===== src/rtl/driver_piso_chain_pkg.sv =====
// Shared definitions for the PISO chain reader: scan FSM encoding and counter width helper.
package driver_piso_chain_pkg;

    typedef enum logic [1:0] {
        ST_IDLE  = 2'd0,
        ST_LOAD  = 2'd1,
        ST_SHIFT = 2'd2
    } piso_state_e;

    // Bits needed to count 0..n-1, never less than one.
    function automatic int unsigned cnt_w(input int unsigned n);
        return (n <= 1) ? 1 : $clog2(n);
    endfunction

endpackage


===== src/rtl/driver_piso_chain_debounce.sv =====
// Per-channel frame debounce: publishes a raw word once it has been seen DEBOUNCE frames in a row.
module piso_ch_debounce
    import driver_piso_chain_pkg::*;
#(
    parameter int unsigned WIDTH    = 16,
    parameter int unsigned DEBOUNCE = 2
) (
    input  logic             clk,
    input  logic             resetn,
    input  logic             frame_done_i,
    input  logic [WIDTH-1:0] raw_i,
    output logic [WIDTH-1:0] data_o,
    output logic             changed_o
);

    localparam int unsigned    CNT_W    = cnt_w(DEBOUNCE);
    localparam logic [CNT_W-1:0] CNT_LAST = CNT_W'(DEBOUNCE - 1);

    logic [WIDTH-1:0] raw_q, raw_d;
    logic [WIDTH-1:0] data_q, data_d;
    logic [CNT_W-1:0] cnt_q, cnt_d;
    logic             chg_q, chg_d;

    // Stable count saturates at DEBOUNCE-1; publish whenever it sits there after a frame.
    always_comb begin
        raw_d  = raw_q;
        cnt_d  = cnt_q;
        data_d = data_q;
        chg_d  = 1'b0;
        if (frame_done_i) begin
            raw_d = raw_i;
            if (raw_i != raw_q) begin
                cnt_d = '0;
            end else if (cnt_q != CNT_LAST) begin
                cnt_d = cnt_q + CNT_W'(1);
            end
            if (cnt_d == CNT_LAST) begin
                data_d = raw_i;
                chg_d  = (raw_i != data_q);
            end
        end
    end

    always_ff @(posedge clk) begin
        if (!resetn) begin
            raw_q  <= '0;
            cnt_q  <= '0;
            data_q <= '0;
            chg_q  <= 1'b0;
        end else begin
            raw_q  <= raw_d;
            cnt_q  <= cnt_d;
            data_q <= data_d;
            chg_q  <= chg_d;
        end
    end

    assign data_o    = data_q;
    assign changed_o = chg_q;

endmodule


===== src/rtl/driver_piso_chain.sv =====
// Scanner for daisy-chained '165-class shift registers: drives SH_LDn/RCLK and deserialises NUM_CH lines.
module driver_piso_chain
    import driver_piso_chain_pkg::*;
#(
    parameter int unsigned NUM_CH     = 5,
    parameter int unsigned CHAIN_BITS = 16,
    parameter int unsigned CLK_DIV    = 1,
    parameter int unsigned DEBOUNCE   = 2,
    parameter bit          MSB_FIRST  = 1'b1
) (
    input  logic                         clk,
    input  logic                         resetn,
    input  logic                         enable,
    output logic [NUM_CH*CHAIN_BITS-1:0] data,
    output logic                         frame_valid,
    output logic                         changed,
    output logic                         SH_LDn,
    output logic                         RCLK,
    input  logic [NUM_CH-1:0]            QH
);

    localparam int unsigned      DIV_W    = cnt_w(CLK_DIV);
    localparam int unsigned      BIT_W    = cnt_w(CHAIN_BITS);
    localparam logic [DIV_W-1:0] DIV_LAST = DIV_W'(CLK_DIV - 1);
    localparam logic [BIT_W-1:0] BIT_LAST = BIT_W'(CHAIN_BITS - 1);

    piso_state_e state_q, state_d;
    logic [DIV_W-1:0] div_q, div_d;
    logic [BIT_W-1:0] bit_q, bit_d;
    logic             ph_q, ph_d;
    logic             sh_ldn_q, sh_ldn_d;
    logic             rclk_q, rclk_d;
    logic             fv_q;

    logic [NUM_CH-1:0][CHAIN_BITS-1:0] sr_q, sr_d;
    logic [NUM_CH-1:0]                 chg_vec;

    logic tick_c, sample_c, done_c;

    // Rate divider; parked at zero while idle so every frame starts phase-aligned.
    assign tick_c   = (state_q != ST_IDLE) && (div_q == DIV_LAST);
    assign sample_c = tick_c && (state_q == ST_SHIFT) && !ph_q;
    assign done_c   = tick_c && (state_q == ST_SHIFT) && ph_q && (bit_q == BIT_LAST);
    assign div_d    = ((state_q == ST_IDLE) || tick_c) ? '0 : div_q + DIV_W'(1);

    always_ff @(posedge clk) begin
        if (!resetn) begin
            state_q <= ST_IDLE;
            div_q   <= '0;
            bit_q   <= '0;
            ph_q    <= 1'b0;
        end else begin
            state_q <= state_d;
            div_q   <= div_d;
            bit_q   <= bit_d;
            ph_q    <= ph_d;
        end
    end

    // Next state: two ticks of LOAD, then two ticks per bit; a stop request only takes effect at frame end.
    always_comb begin
        state_d = state_q;
        ph_d    = ph_q;
        bit_d   = bit_q;
        case (state_q)
            ST_IDLE: begin
                ph_d  = 1'b0;
                bit_d = '0;
                if (enable) begin
                    state_d = ST_LOAD;
                end
            end
            ST_LOAD: begin
                if (tick_c) begin
                    if (ph_q) begin
                        state_d = ST_SHIFT;
                        ph_d    = 1'b0;
                        bit_d   = '0;
                    end else begin
                        ph_d = 1'b1;
                    end
                end
            end
            ST_SHIFT: begin
                if (tick_c) begin
                    if (!ph_q) begin
                        ph_d = 1'b1;
                    end else begin
                        ph_d = 1'b0;
                        if (bit_q == BIT_LAST) begin
                            bit_d   = '0;
                            state_d = enable ? ST_LOAD : ST_IDLE;
                        end else begin
                            bit_d = bit_q + BIT_W'(1);
                        end
                    end
                end
            end
            default: begin
                state_d = ST_IDLE;
                ph_d    = 1'b0;
                bit_d   = '0;
            end
        endcase
    end

    // Chip controls are decoded from the next state so the registered pins track the FSM exactly.
    always_comb begin
        sh_ldn_d = 1'b1;
        rclk_d   = 1'b0;
        if (state_d == ST_LOAD) begin
            sh_ldn_d = 1'b0;
        end
        if ((state_d == ST_SHIFT) && ph_d) begin
            rclk_d = 1'b1;
        end
    end

    always_comb begin
        sr_d = sr_q;
        if (sample_c) begin
            for (int c = 0; c < int'(NUM_CH); c++) begin
                if (MSB_FIRST) begin
                    sr_d[c] = {sr_q[c][CHAIN_BITS-2:0], QH[c]};
                end else begin
                    sr_d[c] = {QH[c], sr_q[c][CHAIN_BITS-1:1]};
                end
            end
        end
    end

    always_ff @(posedge clk) begin
        if (!resetn) begin
            sr_q     <= '0;
            fv_q     <= 1'b0;
            sh_ldn_q <= 1'b1;
            rclk_q   <= 1'b0;
        end else begin
            sr_q     <= sr_d;
            fv_q     <= done_c;
            sh_ldn_q <= sh_ldn_d;
            rclk_q   <= rclk_d;
        end
    end

    // The shift registers are complete at frame end, so they feed the filters directly as the raw word.
    for (genvar c = 0; c < int'(NUM_CH); c++) begin : g_ch
        piso_ch_debounce #(
            .WIDTH    (CHAIN_BITS),
            .DEBOUNCE (DEBOUNCE)
        ) u_debounce (
            .clk          (clk),
            .resetn       (resetn),
            .frame_done_i (done_c),
            .raw_i        (sr_q[c]),
            .data_o       (data[c*CHAIN_BITS +: CHAIN_BITS]),
            .changed_o    (chg_vec[c])
        );
    end

    assign frame_valid = fv_q;
    assign changed     = |chg_vec;
    assign SH_LDn      = sh_ldn_q;
    assign RCLK        = rclk_q;

endmodule

===== config.mk =====
export PLATFORM = sky130hd
export DESIGN_NAME = driver_piso_chain
export DESIGN_NICKNAME = d
export VERILOG_FILES = /design/src/rtl/driver_piso_chain_pkg.sv /design/src/rtl/driver_piso_chain_debounce.sv /design/src/rtl/driver_piso_chain.sv
export SDC_FILE = /design/constraint.sdc
export NUM_CORES = 1
export LEC_CHECK = 0
export CAP_MARGIN = 20
export CORE_UTILIZATION = 57
export DETAILED_ROUTE_END_ITERATION = 8
export PLACE_DENSITY = 0.78
export SLEW_MARGIN = 20
export SYNTH_ARGS = -nofsm -noshare
export SYNTH_HDL_FRONTEND = slang
export SYNTH_HIERARCHICAL = 1
export SYNTH_SLANG_ARGS = --single-unit

===== constraint.sdc =====
create_clock -name clk -period 3.4 [get_ports clk]
set_input_delay 0.51 -clock clk [delete_from_list [all_inputs] [get_ports clk]]
set_output_delay 0.51 -clock clk [all_outputs]
set_load 0.01 [all_outputs]

; ---- After elaboration in Yosys (flattened, before gate mapping)
; Cells that the tools add are included.
[classes]
add_sub_neg = 7
reduce_logical = 24
bitwise_logic = 2
n_mux = 34
n_eq_ne = 19
[op_table]
columns = op, count
row1 = $ne 16x16->1, 10
row2 = $mux 1, 21
row3 = $mux 4, 5
row4 = $reduce_and 3->1, 5
row5 = $mux 2, 6
row6 = $reduce_and 2->1, 5
row7 = $ne 2x2->1 const B, 4
row8 = $pmux 4 s2, 1
row9 = $add 1x1->1 const B, 6
row10 = $logic_and 1x1->1, 6
row11 = $pmux 2 s3, 1
row12 = $reduce_or 5->1, 1
row13 = $add 4x1->4 const B, 1
row14 = $eq 2x1->1 const B, 2
row15 = $eq 2x2->1 const B, 2
row16 = $eq 4x4->1 const B, 1
row17 = $reduce_and 4->1, 1
row18 = $reduce_or 2->1, 2
row19 = $logic_not 2->1, 1
row20 = $not 1->1, 2
row21 = $reduce_bool 2->1, 1
row22 = $logic_not 1->1, 1
row23 = $logic_or 1x1->1, 1
[word_totals]
reg_bits = 261

; ---- Depth between registers and ports, before layout
; Gate-level depths: netlist of the first run.
[logic_depth]
word_depth = 8
depth_mapped = 12

; ---- Modules after synthesis
; Netlist of the first run, hierarchy kept.
[modules_own_cells]
columns = module, area_each_um2, instances, cells_each, seq_area_each_um2
row1 = piso_ch_debounce, 1621.6, 5, 171, 660.6
row2 = driver_piso_chain, 3602.2, 1, 416, 1821.7

; ---- Worst setup path after synthesis of the first run
; OpenSTA, ideal clock, no wires.
[synth_timing]
kind = register -> register
startpoint = register state_q[0]
endpoint = register g_ch[0].u_debounce.data_q[11]
required_ps = 3329
arrival_ps = 2126
path_stages_with_launch = 13
setup_time_ps = 71
path_slack_ps = 1203
n_path_buf = 4
period_less_slack_ps = 2197
path_cell_list = dfxtp_1 -> inv_1 -> ha_1 -> buf_6 -> nand4bb_1 -> nor2_1 -> buf_2 -> nand2_2 -> nor2b_2 -> buf_6 -> buf_12 -> nand3_1 -> a21oi_1
[synth_between]
elab_chain_len = 6
elab_cells_between_ends = 7
cone_classes = 1 x eq/ne / 6 x reduce/logical
[synth_rtl]
columns = element, line_no
row1 = "start, declared", driver_piso_chain.sv:27  ; piso_state_e state_q, state_d;
row2 = "start signal, assigned", driver_piso_chain.sv:53  ; state_q <= state_d;
row3 = $reduce_bool 2->1, driver_piso_chain.sv:41  ; assign tick_c = (state_q != ST_IDLE) && (div_q == DIV_LAST);
row4 = $logic_and 1x1->1, driver_piso_chain.sv:41
row5 = $logic_and 1x1->1 * (3 in a row), driver_piso_chain.sv:43  ; assign done_c = tick_c && (state_q == ST_SHIFT) && ph_q && (bit_q == BIT_LAST);
row6 = net done_c, driver_piso_chain.sv:38  ; logic tick_c, sample_c, done_c;
row7 = $reduce_and 2->1 (no line) *, --
row8 = "end signal, assigned", driver_piso_chain_debounce.sv:53  ; data_q <= data_d;
row9 = "end, declared", driver_piso_chain_debounce.sv:20  ; logic [WIDTH-1:0] data_q, data_d;
; The timed path passes the listed nets; every way through them passes the cells marked *.
; A chain may end at the register's enable or synchronous reset.

; ---- Final worst setup path of the first run
[layout_timing]
startpoint = register state_q[0]
endpoint = register g_ch[0].u_debounce.data_q[2]
; The elaborated chain is that of the path after synthesis.

==> metrics.txt, run 1 <==
status complete, no violations; GRT Util Overall 24.0%; first-pass GRT wire length 43100 um; H-tree lvl count 1; Slew Limit Fails 0; Syn Inst Count 1271; CORE AREA 0.0202 mm^2; Switching Share 21.0%; Worst Hold Class reg2reg; Vias/cell 5.65; Setup Fix Bufs, Post-CTS 0; I/O Buffers 91; die width 145 um; Die ar. 0.0211 mm^2; number of global-route vias before repair 8718; Root Buffer Master clkbuf_16; crit start category flip-flop; Worst Path Max Fanout 18; hold path depth 2; Gate power share 1.6%; synthesized net count 1284; # diodes 0; Ys Warns 6; Primary FF master, synth dfxtp_1; Final GP Congestion 0.812; final WL 25800 um; Slew @ Worst Pin 1080 ps; register share of total power 49.3%; grt total ovfl 0; Netlist cell types 47; CTS max path bufs 3; Starting Density 58.1%; R2R Setup Slk 370 ps; sequential area share after synthesis 43.8%; wire length per cell 16.0 um; clk_skew 9.16 ps; Ports 92; Cell Rows 52; Tcrit/Tclk final 89.2%; worst reg2reg path startpoint state_q[0]$_SDFF_PN0_; final hold violations 0; synthesized area 0.0117 mm^2; P_int 4.82 mW; register bit count reported by yosys 256; post-synthesis async set-or-reset flop share 0%; Tmin final 3030 ps; CP Data Required Time 3840 ps; Worst Hold End g_ch[0].u_debounce/data_o[5]$_SDFFE_PN0P_; Post-synth EDFFs 0; Hold Startpoint g_ch[0].u_debounce/data_o[5]$_SDFFE_PN0P_; layout cells sized above 1 7.22%; critical path class reg2reg; critical path endpoint category flip-flop; Max-Cap Viols 0; sw power 1.28 mW; Fin Setup TNS 0 ps; 1st-iter DRT viols 580; total number of vias 9120; highest routed layer met4; area grow syn2layout 13.9%; CP arrival 3480 ps; nets 1336; Die Height 145 um; Fill cells 1664; largest net degree at the start of global routing 47; initial antenna violation count 0; reg-to-reg endpoint g_ch[0].u_debounce/data_o[2]$_SDFFE_PN0P_; R2R depth 8; RSZ-0062 raised after global routing no; Power Density 457 mW/mm^2; FMAX 330 MHz; proportion of power drawn by the clock network 49.1%; VDD IR-drop max 384 uV; # setup viols final 0; clock-pin slew on the worst setup and hold paths 60 ps; number of clock sinks 256; Hold-fix buffers, CTS 0; wire length on met2 12600 um; worst skew pair latency 530 ps; TritonCTS Buffers 27; final core utilization 66.1%; drt first pass iters 5; post-detail-place hpwl 16500 um; syn_area_per_cell 9.21 um^2; Leakage 4.71 nW; slew margin rel. 28.0%; Remaining DRCs 0; met3 wire length 1050 um; Metal-1 WL 11800 um; post-route ant nets 0; TritonCTS clock tree done; PostCTS Resize Cnt 0
## placed cells by master (no fill, tap or decap), drive strengths merged, types with 6 or more instances in the layout
master,count
nor2b,7
nor4,25
nand4,25
buf,16
nand2,169
clkinv,6
clkdlybuf4s50,90
xnor2,85
and3,8
clkbuf,36
xor2,76
o21ai,81
mux2i,80
inv,10
nand3,83
a21oi,85
nor2,87
dfxtp,256
nor3,8
a21boi,81
## layout make-up
class                           count  area [um^2]  share of cell area, %
Inverter                            8         30.0                  0.225
Multi-Input combinational cell    924         5920                   44.4
Tap cell                          270          338                   2.53
Timing Repair Buffer              106         1020                   7.64
Clock buffer                       36          749                   5.62
Sequential cell                   256         5120                   38.4
Clock inverter                     14          160                   1.20
## sequential cells by signal, summed over array words and instances, names as in the netlist
name / count
frame_valid: 1
g_ch.u_debounce/data_o: 80
div_q: 1
g_ch.u_debounce/changed_o: 5
SH_LDn: 1
state_q: 2
sr_q: 80
g_ch.u_debounce/raw_q: 80
RCLK: 1
ph_q: 1
bit_q: 4
## power groups by stage
stage | clock, mW | sequential [mW] | combinational [mW]
6_report | 2.99 | 3.01 | 0.0955
5_1_grt | 3.15 | 3.00 | 0.103
4_1_cts | 3.04 | 3.01 | 0.0954
3_5_place_dp | 0 | 3.07 | 0.0957
3_3_place_gp | 0 | 3.07 | 0.0950
2_1_floorplan | 0 | 3.07 | 0.0672
## how the worst max path moves through the flow
stage                           from                                         end  slack (ps)
2_1_floorplan  state_q[0]$_SDFF_PN0_  g_ch[0].u_debounce/data_o[11]$_SDFFE_PN0P_        1200
5_1_grt        state_q[0]$_SDFF_PN0_   g_ch[4].u_debounce/data_o[2]$_SDFFE_PN0P_         120
3_3_place_gp   state_q[0]$_SDFF_PN0_   g_ch[4].u_debounce/data_o[1]$_SDFFE_PN0P_         520
6_report       state_q[0]$_SDFF_PN0_   g_ch[0].u_debounce/data_o[2]$_SDFFE_PN0P_         370
4_1_cts        state_q[0]$_SDFF_PN0_   g_ch[0].u_debounce/data_o[2]$_SDFFE_PN0P_         420
3_5_place_dp   state_q[0]$_SDFF_PN0_  g_ch[4].u_debounce/data_o[15]$_SDFFE_PN0P_         430
## cell families (layout without fill, tap and decap cells)
family | Yosys count | in the layout | synth area share, %
XOR/XNOR | 161 | 161 | 12.0
AND/OR/NAND/NOR | 423 | 423 | 18.1
AO/OA/AOI/OAI | 254 | 254 | 12.9
other | 1 | 1 | 0.0320
adder cells (fa/ha/maj) | 5 | 5 | 0.534
buffers and inverters | 91 | 164 | 5.78
multiplexers | 80 | 80 | 6.84
flip-flops | 256 | 256 | 43.8
## stage by stage
step	instance area [um^2]	instances	total power, mW	worst slack, ps	hold WS [ps]
floorplan	11700	1271	3.14	1200	480
global route	13300	1614	6.26	123	512
global placement	12400	1564	3.17	522	491
finish	13300	1614	6.09	366	501
CTS	13300	1614	6.14	423	488
detailed placement	12400	1564	3.17	434	496
## Yosys cell counts, types with 8 or more instances
cell | n | area, um^2
dfxtp_1 | 256 | 5120
nand2_1 | 164 | 616
nor2_1 | 87 | 327
a21oi_1 | 85 | 425
xnor2_1 | 85 | 744
nand3_1 | 83 | 415
a21boi_1 | 81 | 608
mux2i_1 | 80 | 801
xor2_1 | 76 | 666
o21ai_1 | 45 | 225
o21ai_0 | 35 | 175
clkbuf_1 | 30 | 113
nand4_1 | 25 | 156
buf_6 | 24 | 270
nor4_2 | 15 | 188
buf_2 | 14 | 70.1
and3_1 | 8 | 50.1
inv_1 | 8 | 30.0
nor3_1 | 8 | 40.0
## worst max-delay path, cell delays in order, from the launching register on
cell	delay (ps)
dfxtp_1	330
inv_1	120
ha_1	390
nand4bb_1	330
nor2_4	420
nand2_2	340
nor2b_2	630
nand3_1	170
a21oi_1	210
## layer usage
layer | GRT usage (%) | up-vias
li1 | - | 4446
met1 | 32.0 | 4443
met2 | 42.0 | 204
met3 | 2.88 | 27
met4 | 4.84 | 0
met5 | 0 | -
(Power assumes the default switching activity.)
==> inputs of run 2 (changes only) <==
--- a/config.mk
+++ b/config.mk
@@ -6,9 +6,9 @@
 export NUM_CORES = 1
 export LEC_CHECK = 0
 export CAP_MARGIN = 20
-export CORE_UTILIZATION = 57
+export CORE_UTILIZATION = 53
 export DETAILED_ROUTE_END_ITERATION = 8
-export PLACE_DENSITY = 0.78
+export PLACE_DENSITY = 0.76
 export SLEW_MARGIN = 20
 export SYNTH_ARGS = -nofsm -noshare
 export SYNTH_HDL_FRONTEND = slang
==> constraint.sdc (replaced) <==
create_clock -name clk -period 2.5 [get_ports clk]
set_input_delay 0.375 -clock clk [delete_from_list [all_inputs] [get_ports clk]]
set_output_delay 0.375 -clock clk [all_outputs]
set_load 0.01 [all_outputs]
==> run 2 against run 1 <==
Effect of this change:
- die area rose by 7.4%
- count of clock-buffer cells in the layout rose by 3
- first-iteration DRC count fell by 25%
- clock skew fell by 0.86 ps
- setup slack got worse by 110 ps
- critical path depth rose by 2
- global-route usage fell by 0.94 points
- largest cell class unchanged
- cell count rose by 3.7%
- fmax rose by 35%
- hold slack got worse by 190 ps
- register-to-register slack got worse by 110 ps
- largest power group unchanged
- power rose by 33%
==> metrics.txt, run 2 (synthesized netlist as in run 1, its figures left out) <==
critical path endpoint category flip-flop; grt total ovfl 0; 1st-iter DRT viols 436; layout cells sized above 1 10.2%; worst skew pair latency 520 ps; Hold-fix buffers, CTS 0; TritonCTS Buffers 27; slew margin rel. 50.6%; I/O Buffers 91; H-tree lvl count 1; CORE AREA 0.0218 mm^2; Starting Density 53.8%; FMAX 445 MHz; P_int 6.47 mW; Final GP Congestion 0.845; die width 151 um; CP delay by family, top simple AND/OR/NAND/NOR gates; VDD IR-drop max 511 uV; Slew Limit Fails 0; Root Buffer Master clkbuf_16; commonest cells after routing, fill and taps aside 256 x dfxtp_1, 164 x nand2_1, 90 x clkdlybuf4s50_1; Power Density 590 mW/mm^2; RSZ-0062 raised after global routing no; CP arrival 2690 ps; number of clock sinks 256; wire length per cell 15.7 um; Switching Share 20.1%; grt peak-use layer met2; CP Data Required Time 2940 ps; Ports 92; initial antenna violation count 0; crit start category flip-flop; Worst Hold Class in2reg; # setup viols final 0; post-route ant nets 0; Worst Path Max Fanout 19; Tmin final 2250 ps; Slew @ Worst Pin 740 ps; placed cell areas 0.0129 mm^2; first-pass GRT wire length 42900 um; crit path cell chain inv_1 -> ha_1 -> nand4bb_2 -> nor2_4 -> buf_12 -> nand2_2 -> nor2b_2 -> buf_6 -> nand3_1 -> a21oi_1; nets 1391; Tcrit/Tclk final 89.9%; largest net degree at the start of global routing 56; register share of total power 50.4%; CTS max path bufs 3; area grow syn2layout 17.4%; final WL 26200 um; proportion of power drawn by the clock network 47.9%; drt first pass iters 5; crit path buf inv count 3; most common cell after layout, fill and taps aside dfxtp_1; final hold violations 0; Gate power share 1.7%; Die Height 151 um; status complete, no violations; GR met1 Demand/Resource 30.8%; critical path class reg2reg; sw power 1.63 mW; clock-pin slew on the worst setup and hold paths 60 ps; Vias/cell 5.47; Die ar. 0.0227 mm^2; M3 GR Usage 2.39%; Max-Cap Viols 0; Fin Setup TNS 0 ps; Cell Rows 54; met2 usage 39.8%; Critical Path Slowest Stage Cell dfxtp_1; Remaining DRCs 0; slowest stage delay, CP 360 ps; Leakage 4.99 nW; total number of vias 9149; # diodes 0; GRT Util Overall 23.1%; Final Cell Area 0.0137 mm^2; TritonCTS clock tree done; post-detail-place hpwl 17000 um; number of global-route vias before repair 8579; clk_skew 8.29 ps
[run 2: power by group through the flow]
stage               Combinational, mW  Sequential, mW  Clock (mW)
floorplan                      0.0913            4.18           0
global placement                0.139            4.18           0
detailed placement              0.140            4.18           0
CTS                             0.140            4.09        3.95
global route                    0.150            4.09        4.12
finish                          0.139            4.09        3.88
[run 2: worst reg2reg max path, cell delays in order, from the launching register on]
cell	delay (ps)
dfxtp_1	360
inv_1	100
ha_1	220
nand4bb_2	310
nor2_4	200
buf_12	210
nand2_2	160
nor2b_2	160
buf_6	180
nand3_1	100
a21oi_1	180
[run 2: layout make-up]
cell class,instances,area (um^2)
sequential,256,5120
fill,1786,8010
tap,280,350
multi-input combinational,924,5920
clock buffer,39,741
clock inverter,5,100
inverter,8,30.0
timing repair buffer,161,1480
[run 2: routing by layer]
metal,vias up,wire length (um)
li1,4538,-
met1,4407,12100
met2,172,12700
met3,32,944
met4,0,386
met5,-,0
[run 2: timing repair]
| action | CTS | global route |
|---|---|---|
| endpoints found under the setup margin | 0 | 22 |
| resized for setup | 0 | 2 |
| buffers inserted | 0 | 1 |
[run 2: stage by stage]
stage | std cells | hold WS [ps] | util, % | setup WS [ps] | power (mW)
2_1_floorplan | 1271 | 480 | - | 303 | 4.27
3_3_place_gp | 1627 | 487 | 59.1 | 221 | 4.32
3_5_place_dp | 1627 | 495 | 59.1 | 103 | 4.32
4_1_cts | 1671 | 309 | 63.0 | 86.7 | 8.17
5_1_grt | 1673 | 324 | 63.2 | 11.4 | 8.35
6_report | 1673 | 315 | 63.2 | 251 | 8.11
[run 2: worst paths after layout]
check / start / end / slack [ps] / cells after the start
worst min register to register: g_ch[1].u_debounce/data_o[10]$_SDFFE_PN0P_ / g_ch[1].u_debounce/data_o[10]$_SDFFE_PN0P_ / 500 / 2
worst min-delay path: resetn / sr_q[57]$_SDFFE_PN0P_ / 320 / 2
worst max-delay path: state_q[0]$_SDFF_PN0_ / g_ch[1].u_debounce/data_o[7]$_SDFFE_PN0P_ / 250 / 10
worst max register to register: state_q[0]$_SDFF_PN0_ / g_ch[1].u_debounce/data_o[7]$_SDFFE_PN0P_ / 250 / 10
==> inputs of run 3 (changes only) <==
--- a/config.mk
+++ b/config.mk
@@ -8,9 +8,8 @@
 export CAP_MARGIN = 20
 export CORE_UTILIZATION = 53
 export DETAILED_ROUTE_END_ITERATION = 8
-export PLACE_DENSITY = 0.76
+export PLACE_DENSITY = 0.77
 export SLEW_MARGIN = 20
 export SYNTH_ARGS = -nofsm -noshare
 export SYNTH_HDL_FRONTEND = slang
-export SYNTH_HIERARCHICAL = 1
 export SYNTH_SLANG_ARGS = --single-unit
==> run 3 against run 2 <==
Effect of this change:
- via count is 6.8% higher
- cell count rose by 4.5%
- register-to-register slack got worse by 96 ps
- fmax fell by 4.1%
- power grew 1.9%
- synthesized area down 2.5%
- global-route usage increased by 1.6 points
- clock power grew 4%
- clock skew grew 15 ps
- sequential power is essentially flat
- critical path depth decreased by 2
- utilization rose by 0.68 points
- critical endpoint is now g_ch[4].u_debounce.data_o[13]$_SDFFE_PN0P_
- largest power group unchanged
==> metrics.txt, run 3 <==
crit start category flip-flop; Primary FF master, synth dfxtp_1; critical path class reg2reg; final hold violations 0; Slew @ Worst Pin 751 ps; critical path launch point state_q[0]$_SDFF_PN0_; placed cell areas 0.0126 mm^2; number of clock sinks 256; met2 usage 42.0%; R2R Setup Slk 160 ps; CP Data Required Time 2960 ps; initial antenna violation count 0; sequential area share after synthesis 44.9%; PostCTS Resize Cnt 0; TritonCTS clock tree done; CTS max path bufs 3; largest net degree at the start of global routing 88; Worst Hold End sr_q[48]$_SDFFE_PN0P_; Leakage 4.59 nW; GR met1 Demand/Resource 32.8%; Tcrit/Tclk final 93.8%; Die ar. 0.0221 mm^2; final WL 27500 um; hold path depth 3; RSZ-0062 raised after global routing no; commonest cells after routing, fill and taps aside 324 x nand2_1, 256 x dfxtp_1, 244 x a21oi_1; Final GP Congestion 0.822; Tmin final 2340 ps; synthesized area 0.0114 mm^2; Syn Inst Count 1425; grt total ovfl 0; Cells after DPL 1698; TritonCTS Buffers 27; Fin Setup TNS 0 ps; CORE AREA 0.0211 mm^2; reg-to-reg endpoint g_ch[4].u_debounce.data_o[13]$_SDFFE_PN0P_; Total Power 8.26 mW; wire length per cell 15.7 um; Setup Fix Bufs, Post-CTS 0; worst reg2reg path startpoint state_q[0]$_SDFF_PN0_; clock-pin slew on the worst setup and hold paths 60 ps; top cells by area, synth dfxtp_1 45%, a21oi_1 11%, nand2_1 11%; non-filler cells, final 1748; # setup viols final 0; post-route ant nets 0; syn_area_per_cell 8.01 um^2; post-synth top area cell dfxtp_1; drt first pass iters 7; 1st-iter DRT viols 701; Final Cell Area 0.0135 mm^2; Cell Rows 53; layout cells sized above 1 9.50%; H-tree lvl count 1; number of global-route vias before repair 9208; Slew Limit Fails 0; final worst slack 155 ps; Root Buffer Master clkbuf_16; VDD IR-drop max 482 uV; Netlist cell types 40; post-synthesis async set-or-reset flop share 0%; Hold Startpoint QH[3]; grt peak-use layer met2; R2R depth 8; M3 GR Usage 3.33%; total number of vias 9769; FMAX 426 MHz; post-synth top area share 44.9%; Remaining DRCs 0; final core utilization 63.9%; Post-synth top cells 324 x nand2_1, 256 x dfxtp_1, 244 x a21oi_1, 120 x xnor2_1, 109 x clkbuf_1; Power Density 614 mW/mm^2; pre-CTS WS 221 ps; critical path endpoint category flip-flop; clk_skew 23.0 ps; Worst Path Max Fanout 16; Post-synth EDFFs 0; slew margin rel. 49.9%; Ports 92; nets 1465; hold_ws 395 ps; area grow syn2layout 18.0%; Hold-fix buffers, CTS 0; Die Height 149 um; CP arrival 2810 ps; most common cell after layout, fill and taps aside nand2_1; Max-Cap Viols 0; synthesized net count 1438; Starting Density 54.1%; worst skew pair latency 540 ps; GRT Util Overall 24.7%; Ys Warns 0; # diodes 0; I/O Buffers 91; status complete, no violations; first-pass GRT wire length 45400 um; Worst Hold Class in2reg; post-detail-place hpwl 17400 um; Vias/cell 5.59; die width 149 um; top-count cell post-synth nand2_1; register bit count reported by yosys 256
-- run 3: critical path, cell delays in order (launching register included) --
cell	delay (ps)
dfxtp_1	370
inv_1	90
ha_1	320
nand4bb_4	290
nor2_4	440
and3_1	230
buf_4	220
nand3_1	120
a21oi_1	200
-- run 3: layout make-up --
type	instances	area, um^2
Clock buffer	37	753
Fill cell	1786	7620
Multi-Input combinational cell	997	5510
Timing Repair Buffer	166	1560
Sequential cell	256	5120
Inverter	4	20.0
Tap cell	275	344
Clock inverter	13	150
-- run 3: per-layer routing --
layer  up-vias  routed length [um]  part of all wire (%)
li1       4767                   -                     -
met2       305               13500                    49
met3        44                1540                   5.6
met4         0                 517                   1.9
met5         -                   0                     0
met1      4653               11900                    43
-- run 3: cells by family (layout without fill, tap and decap cells) --
kind of cell | after synthesis | count (layout) | share of synthesized area [%]
and+or+nand+nor | 498 | 498 | 20.4
other | 1 | 1 | 0.0329
AOI/OAI and AO/OA | 332 | 332 | 14.8
xor gates and xnor gates | 161 | 161 | 12.4
buffers and inverters | 172 | 220 | 6.98
DFF | 256 | 256 | 44.9
adders and majority gates | 5 | 5 | 0.548
-- run 3: power by group --
group / switching (mW) / leakage (nW) / internal [mW]
clock: 1.62 / 0.447 / 2.42
sequential: 0.00433 / 2.06 / 4.08
combinational: 0.0881 / 2.09 / 0.0459
-- run 3: worst max-delay path by stage --
stage                                                            end  slack [ps]  cells past startpoint
after CTS                 g_ch[4].u_debounce.data_o[13]$_SDFFE_PN0P_         190                      8
after global routing       g_ch[0].u_debounce.data_o[1]$_SDFFE_PN0P_          40                      8
after detailed placement   g_ch[1].u_debounce.data_o[8]$_SDFFE_PN0P_         220                      8
final                     g_ch[4].u_debounce.data_o[13]$_SDFFE_PN0P_         160                      8
after floorplan            g_ch[0].u_debounce.raw_q[14]$_SDFFE_PN0P_         580                     10
after global placement    g_ch[4].u_debounce.data_o[14]$_SDFFE_PN0P_         310                      8
